<file path="src/rtl/typed_alias_pipe.sv">
// typed_alias_pipe
//   Registered valid/ready pipeline that carries NUM_CH lanes of enum codes
//   through DEPTH stages and presents them re-typed as struct fields (same
//   bits). Each lane is flagged at entry when its code is outside the legal
//   range 0..NUM_LEG-1, and a saturating counter tallies accepted beats that
//   held at least one illegal lane.
module typed_alias_pipe #(
    parameter int WIDTH   = 8,
    parameter int NUM_CH  = 2,
    parameter int DEPTH   = 2,
    parameter int NUM_LEG = 3,
    parameter int CNT_W   = 8
) (
    input  logic                     clk,
    input  logic                     rst_n,
    input  logic                     in_valid,
    output logic                     in_ready,
    input  logic [NUM_CH*WIDTH-1:0]  in_data,
    output logic                     out_valid,
    input  logic                     out_ready,
    output logic [NUM_CH*WIDTH-1:0]  out_data,
    output logic [NUM_CH-1:0]        out_illeg,
    output logic [CNT_W-1:0]         illeg_cnt,
    input  logic                     cnt_clr
);

    localparam int DW = NUM_CH * WIDTH;

    logic [DEPTH-1:0]  vld;
    logic [DEPTH-1:0]  adv;
    logic [DW-1:0]     dat [DEPTH];
    logic [NUM_CH-1:0] ilg [DEPTH];
    logic [NUM_CH-1:0] illeg_in;
    logic              chain;
    logic              in_fire;
    logic [CNT_W-1:0]  cnt;

    // Per-lane legality of the incoming codes; widened so NUM_LEG == 2**WIDTH works.
    always_comb begin
        illeg_in = '0;
        for (int k = 0; k < NUM_CH; k++) begin
            illeg_in[k] = (33'(in_data[k*WIDTH +: WIDTH]) >= 33'(NUM_LEG));
        end
    end

    // A stage may load when it is empty or everything downstream of it moves.
    always_comb begin
        adv   = '0;
        chain = out_ready;
        for (int i = DEPTH - 1; i >= 0; i--) begin
            chain  = chain | ~vld[i];
            adv[i] = chain;
        end
    end

    assign in_ready = adv[0];
    assign in_fire  = in_valid & adv[0];

    // Stage registers: s0 captures the input beat, later stages shift forward.
    always_ff @(posedge clk) begin
        if (!rst_n) begin
            vld <= '0;
            for (int i = 0; i < DEPTH; i++) begin
                dat[i] <= '0;
                ilg[i] <= '0;
            end
        end else begin
            if (adv[0]) begin
                vld[0] <= in_valid;
                dat[0] <= in_data;
                ilg[0] <= illeg_in;
            end
            for (int i = 1; i < DEPTH; i++) begin
                if (adv[i]) begin
                    vld[i] <= vld[i-1];
                    dat[i] <= dat[i-1];
                    ilg[i] <= ilg[i-1];
                end
            end
        end
    end

    // Saturating count of accepted beats with any illegal lane; clear wins.
    always_ff @(posedge clk) begin
        if (!rst_n) begin
            cnt <= '0;
        end else if (cnt_clr) begin
            cnt <= '0;
        end else if (in_fire && (|illeg_in) && (cnt != {CNT_W{1'b1}})) begin
            cnt <= cnt + CNT_W'(1);
        end
    end

    assign out_valid = vld[DEPTH-1];
    assign out_data  = dat[DEPTH-1];
    assign out_illeg = ilg[DEPTH-1];
    assign illeg_cnt = cnt;

endmodule

</file>
<file path="config.mk">
export PLATFORM = sky130hd
export DESIGN_NAME = typed_alias_pipe
export DESIGN_NICKNAME = d
export VERILOG_FILES = /design/src/rtl/typed_alias_pipe.sv
export SDC_FILE = /design/constraint.sdc
export NUM_CORES = 1
export LEC_CHECK = 0
export CELL_PAD_IN_SITES_DETAIL_PLACEMENT = 1
export CELL_PAD_IN_SITES_GLOBAL_PLACEMENT = 2
export CORE_MARGIN = 8
export CORE_UTILIZATION = 32
export DETAILED_ROUTE_END_ITERATION = 12
export MAX_ROUTING_LAYER = met4
export PLACE_DENSITY = 0.8
export REMOVE_ABC_BUFFERS = 1
export SLEW_MARGIN = 20
export SYNTH_ARGS = -nofsm -noshare
export SYNTH_HDL_FRONTEND = slang
export SYNTH_SLANG_ARGS = --single-unit
</file>
<file path="constraint.sdc">
create_clock -name clk -period 1.8 [get_ports clk]
set_input_delay 0.27 -clock clk [delete_from_list [all_inputs] [get_ports clk]]
set_output_delay 0.27 -clock clk [all_outputs]
set_load 0.1 [all_outputs]
</file>
# After elaboration in Yosys (flattened, before gate mapping)
# Memories as Yosys holds them, arrays and structs flattened.
# Cells that the tools add are included.
[word_totals]
reg_bits = 10
mem_bits_rw = 36
inputBits = 21
wordCells = 34
mem_count = 2
[classes]
n_addsub = 1
order_cmp = 2
n_eq_ne = 1
n_mux = 11
bitwise_logic = 10
n_reduce_logical = 4
[memory_table]
columns = ["memory", "words", "word_bits", "read_ports", "rd_ports_with_merged_regs", "wr", "line", "source"]
rows = [
  ["dat", 2, 16, 2, 0, 2, "31", "logic [DW-1:0] dat [DEPTH];"],
  ["ilg", 2, 2, 2, 0, 2, "32", "logic [NUM_CH-1:0] ilg [DEPTH];"],
]
[ops]
columns = ["cell", "count"]
rows = [
  ["2-to-1 mux 16 bit", 2],
  ["greater-or-equal comparator 8 x 2 -> 1 bit (second input constant)", 2],
  ["adder 8 x 1 -> 8 bit (second input constant)", 1],
  ["!= test 8 bit (second input constant)", 1],
  ["2-to-1 mux 1 bit", 7],
  ["bitwise OR 1 bit", 6],
  ["2-to-1 mux 2 bit", 2],
  ["OR reduction 2 bit", 2],
  ["inverter 1 bit", 3],
  ["logical AND 1 bit", 2],
  ["AND 1 bit", 1],
]

# Depth between registers and ports, before layout
[depth]
depth_word = 7
depth_mapped = 7

# Least setup slack after synthesis
# Ideal clock, no wire load.
[synth_timing]
path_kind = "flip-flop to flip-flop"
start = "register vld[1]"
end = "memory dat[0][6] (netlist bit), data pin"
arrival_time_ps = 2600
t_required_ps = 1541
setup_slack_ps = -1059
stages_incl_launch_ff = 7
path_buffers = 2
path_cell_list = "dfxtp_1 -> nor2b_1 -> and2_1 -> inv_1 -> buf_2 -> clkbuf_1 -> and3_2"
[synth_lines]
columns = ["item", "line", "source"]
rows = [
  ["start, declared", "29", "logic [DEPTH-1:0] vld;"],
  ["start signal, assigned by index", "75", "vld[i] <= vld[i-1];"],
  ["end, declared", "31", ""],
]

# Final worst setup path
[layout_timing]
start = "input port out_ready"
end = "output port in_ready"
[layout_via]
elab_chain_cells = 2
[layout_lines]
columns = ["item", "line", "source"]
rows = [
  ["start, declared", "20", "input logic out_ready,"],
  ["bitwise OR 1 bit (2 in series)", "51", "chain = chain | ~vld[i];"],
  ["end, declared", "17", "output logic in_ready,"],
]
# No other way between the ends.

==> impl_metrics.tcl <==
set metrics [dict create \
    slew_viol_final 0 \
    crit_fanout 36 \
    clock_skew_ns 0.00631 \
    diodes 0 \
    place_congestion 0.820 \
    dp_cells 280 \
    worst_slack_ns 0.0828 \
    post-place-ws_ns -0.303 \
    grt_max_degree 42 \
    arrival_ns 1.45 \
    die_y_um 96.4 \
    final_cells 290 \
    cp_cell_sequence "clkdlybuf4s50_1 > nor2b_1 > and2_1 > inv_2 > buf_12 > buf_12" \
    max_slew_margin 0.818 \
    drc 0 \
    ys_types 35 \
    clock_latency_ns 0.29 \
    numPortBuffers 48 \
    yosysSeqAreaShare 0.620 \
    p_per_area_nw_per_um2 792 \
    max_freq_ghz 0.582 \
    netlist_area_um2 2070 \
    gr-total-overflow 0 \
    tightest_slew_ns 0.271 \
    critical_path.max_stage_delay_ns 0.46 \
    core_area_um2 6310 \
    hold_buffers 0 \
    nNetsFinal 234 \
    synth_top_family_by_area "simple AND/OR/NAND/NOR gates" \
    crit_top_cell "buf_12" \
    avgSynthCellArea_um2 12.8 \
    multiInputGateArea_um2 604 \
    ff_latch_area_um2 1280 \
    ant_nets 0 \
    syn_to_final_growth_pct 37.0 \
    cp.required_ns 1.53 \
    critPathBufInv 4 \
    fin_crit_sh 0.954 \
    setup_tns_ns 0 \
    synth_fa_ha_area_frac 0.00605 \
    critPathCaptureType "output port" \
    power_w 0.00224 \
    rsz0062_at_grt "no" \
    cts_root_buf "clkbuf_8" \
    synthXorXnorAreaFrac 0 \
    critPathTopFamily "buffers and inverters" \
    yosysTopAreaCellShare 0.523 \
    cts_buffers 5 \
    dr.pass1.iters 4 \
    setup_violations 0 \
    rows 29 \
    ys_ff_latch 46 \
    holdCritPathClass "in -> reg" \
    num_io_pins 49 \
    fp.dieW_um 96.4 \
    cts.clk_slew.worst_paths_ns 0.09 \
    leakage_nw 1.24 \
    cts_tree "built" \
    synthTopCellsByArea "edfxtp_1, and3_1, dfxtp_1, buf_4, o211ai_1" \
    syn_inst 162 \
    maxCapViolCount 0 \
    start_util 0.327 \
    vias 1422 \
    first_iter_violations 51 \
    dp_hpwl_mm 3.39 \
    critPathKind "in -> out" \
    vias_per_cell 4.90 \
    timing.final.crit_period_ns 1.72 \
    critPathSlowestCell "clkdlybuf4s50_1" \
    drive_gt1_frac 0.338 \
    synthSimpleGateAreaFrac 0.193 \
    yosysTopAreaCell "edfxtp_1" \
    peakVddDrop_mv 0.403 \
    grt_pass1_vias 1555 \
    fillCellCount 654 \
    synth_compound_gate_area_share 0.0866 \
    startpoint_type "input pin" \
    yosys-mux-area-fraction 0.00484 \
    wl_mm 4.82 \
    avgRoutedWirePerCell_um 16.6 \
    clock-sinks 46 \
    cts.path.max_buffers 2 \
    final_util 0.449 \
    mostFrequentLayoutCell "edfxtp_1" \
    antenna_found_initial 0 \
    grt_pass1_wl_mm 7.76 \
    hold_viol_final 0 \
    most-common-layout-cells "edfxtp_1, buf_4, and3_1" \
    gr-usage-all-layers 0.112 \
    dieArea_um2 9290 \
    yosys_warnings 0 \
    status "finished clean" \
    ctsHtreeMaxLevel 2 \
]
## final timing paths
| path | startpoint | end | slack, ns | depth (start not counted) |
|---|---|---|---|---|
| min reg2reg | vld[0] | vld[1] | 0.48 | 1 |
| min | in_data[14] | dat[0][14] | 0.34 | 2 |
| max reg2reg | vld[1] | illeg_cnt[5] | 0.14 | 6 |
| max | out_ready | in_ready | 0.08 | 6 |
## report_power, final
part / switching [W] / internal, W
clock network: 0.000362 / 0.000273
registers: 0.0000139 / 0.00120
logic: 0.000275 / 0.000122
total: 0.000651 / 0.00159
## routing by layer
layer / GRT usage / vias to the layer above / wire, um
met5: - / - / 0
met4: 0.0227 / 0 / 38
met3: 0.0363 / 5 / 401
met2: 0.180 / 42 / 2310
met1: 0.136 / 683 / 2070
li1: - / 692 / -
## metrics by stage
step | hold slack [ns] | instance area (um^2)
6_report | 0.343 | 2830
2_1_floorplan | 0.388 | 1890
3_3_place_gp | 0.445 | 2700
5_1_grt | 0.353 | 2830
3_5_place_dp | 0.458 | 2700
4_1_cts | 0.481 | 2800
## synthesized netlist by cell type, drive strengths merged
cell type / number
buf: 20
nor2b: 2
a21oi: 4
o211a: 1
and2: 2
nor4: 2
o311a: 1
or3: 3
nand4: 1
mux2i: 1
nand3: 2
ha: 1
and3: 34
o31ai: 3
a21o: 1
nand3b: 1
nand2: 7
o21ai: 4
edfxtp: 36
a211o: 2
inv: 2
dfxtp: 10
o21bai: 1
clkbuf: 7
and4: 1
or4: 4
nand2b: 1
o211ai: 4
o21a: 4
## cell families after synthesis
group           count (synthesis)
buf+inv                        29
compound gates                 25
simple gates                   60
mux                             1
flops                          46
fa+ha+maj                       1
## repair_timing
action / CTS / global route
setup endpoints to repair: 1 / 6
resized for setup: 4 / 10
cloned: 0 / 1
buffers inserted: 0 / 1
pin swaps: 0 / 3
## area by class of cell
type	instances	share of cell area
clock inverter	3	0.00751
multi-input combinational	87	0.213
sequential	46	0.452
timing repair buffer	70	0.266
tap	77	0.0340
clock buffer	5	0.0243
inverter	2	0.00265
## sequential cells by signal (all words and copies together) (netlist names)
register   cells
dat           32
vld            2
ilg            4
illeg_cnt      8
Note: power is estimated with default switching activity, not from simulation.
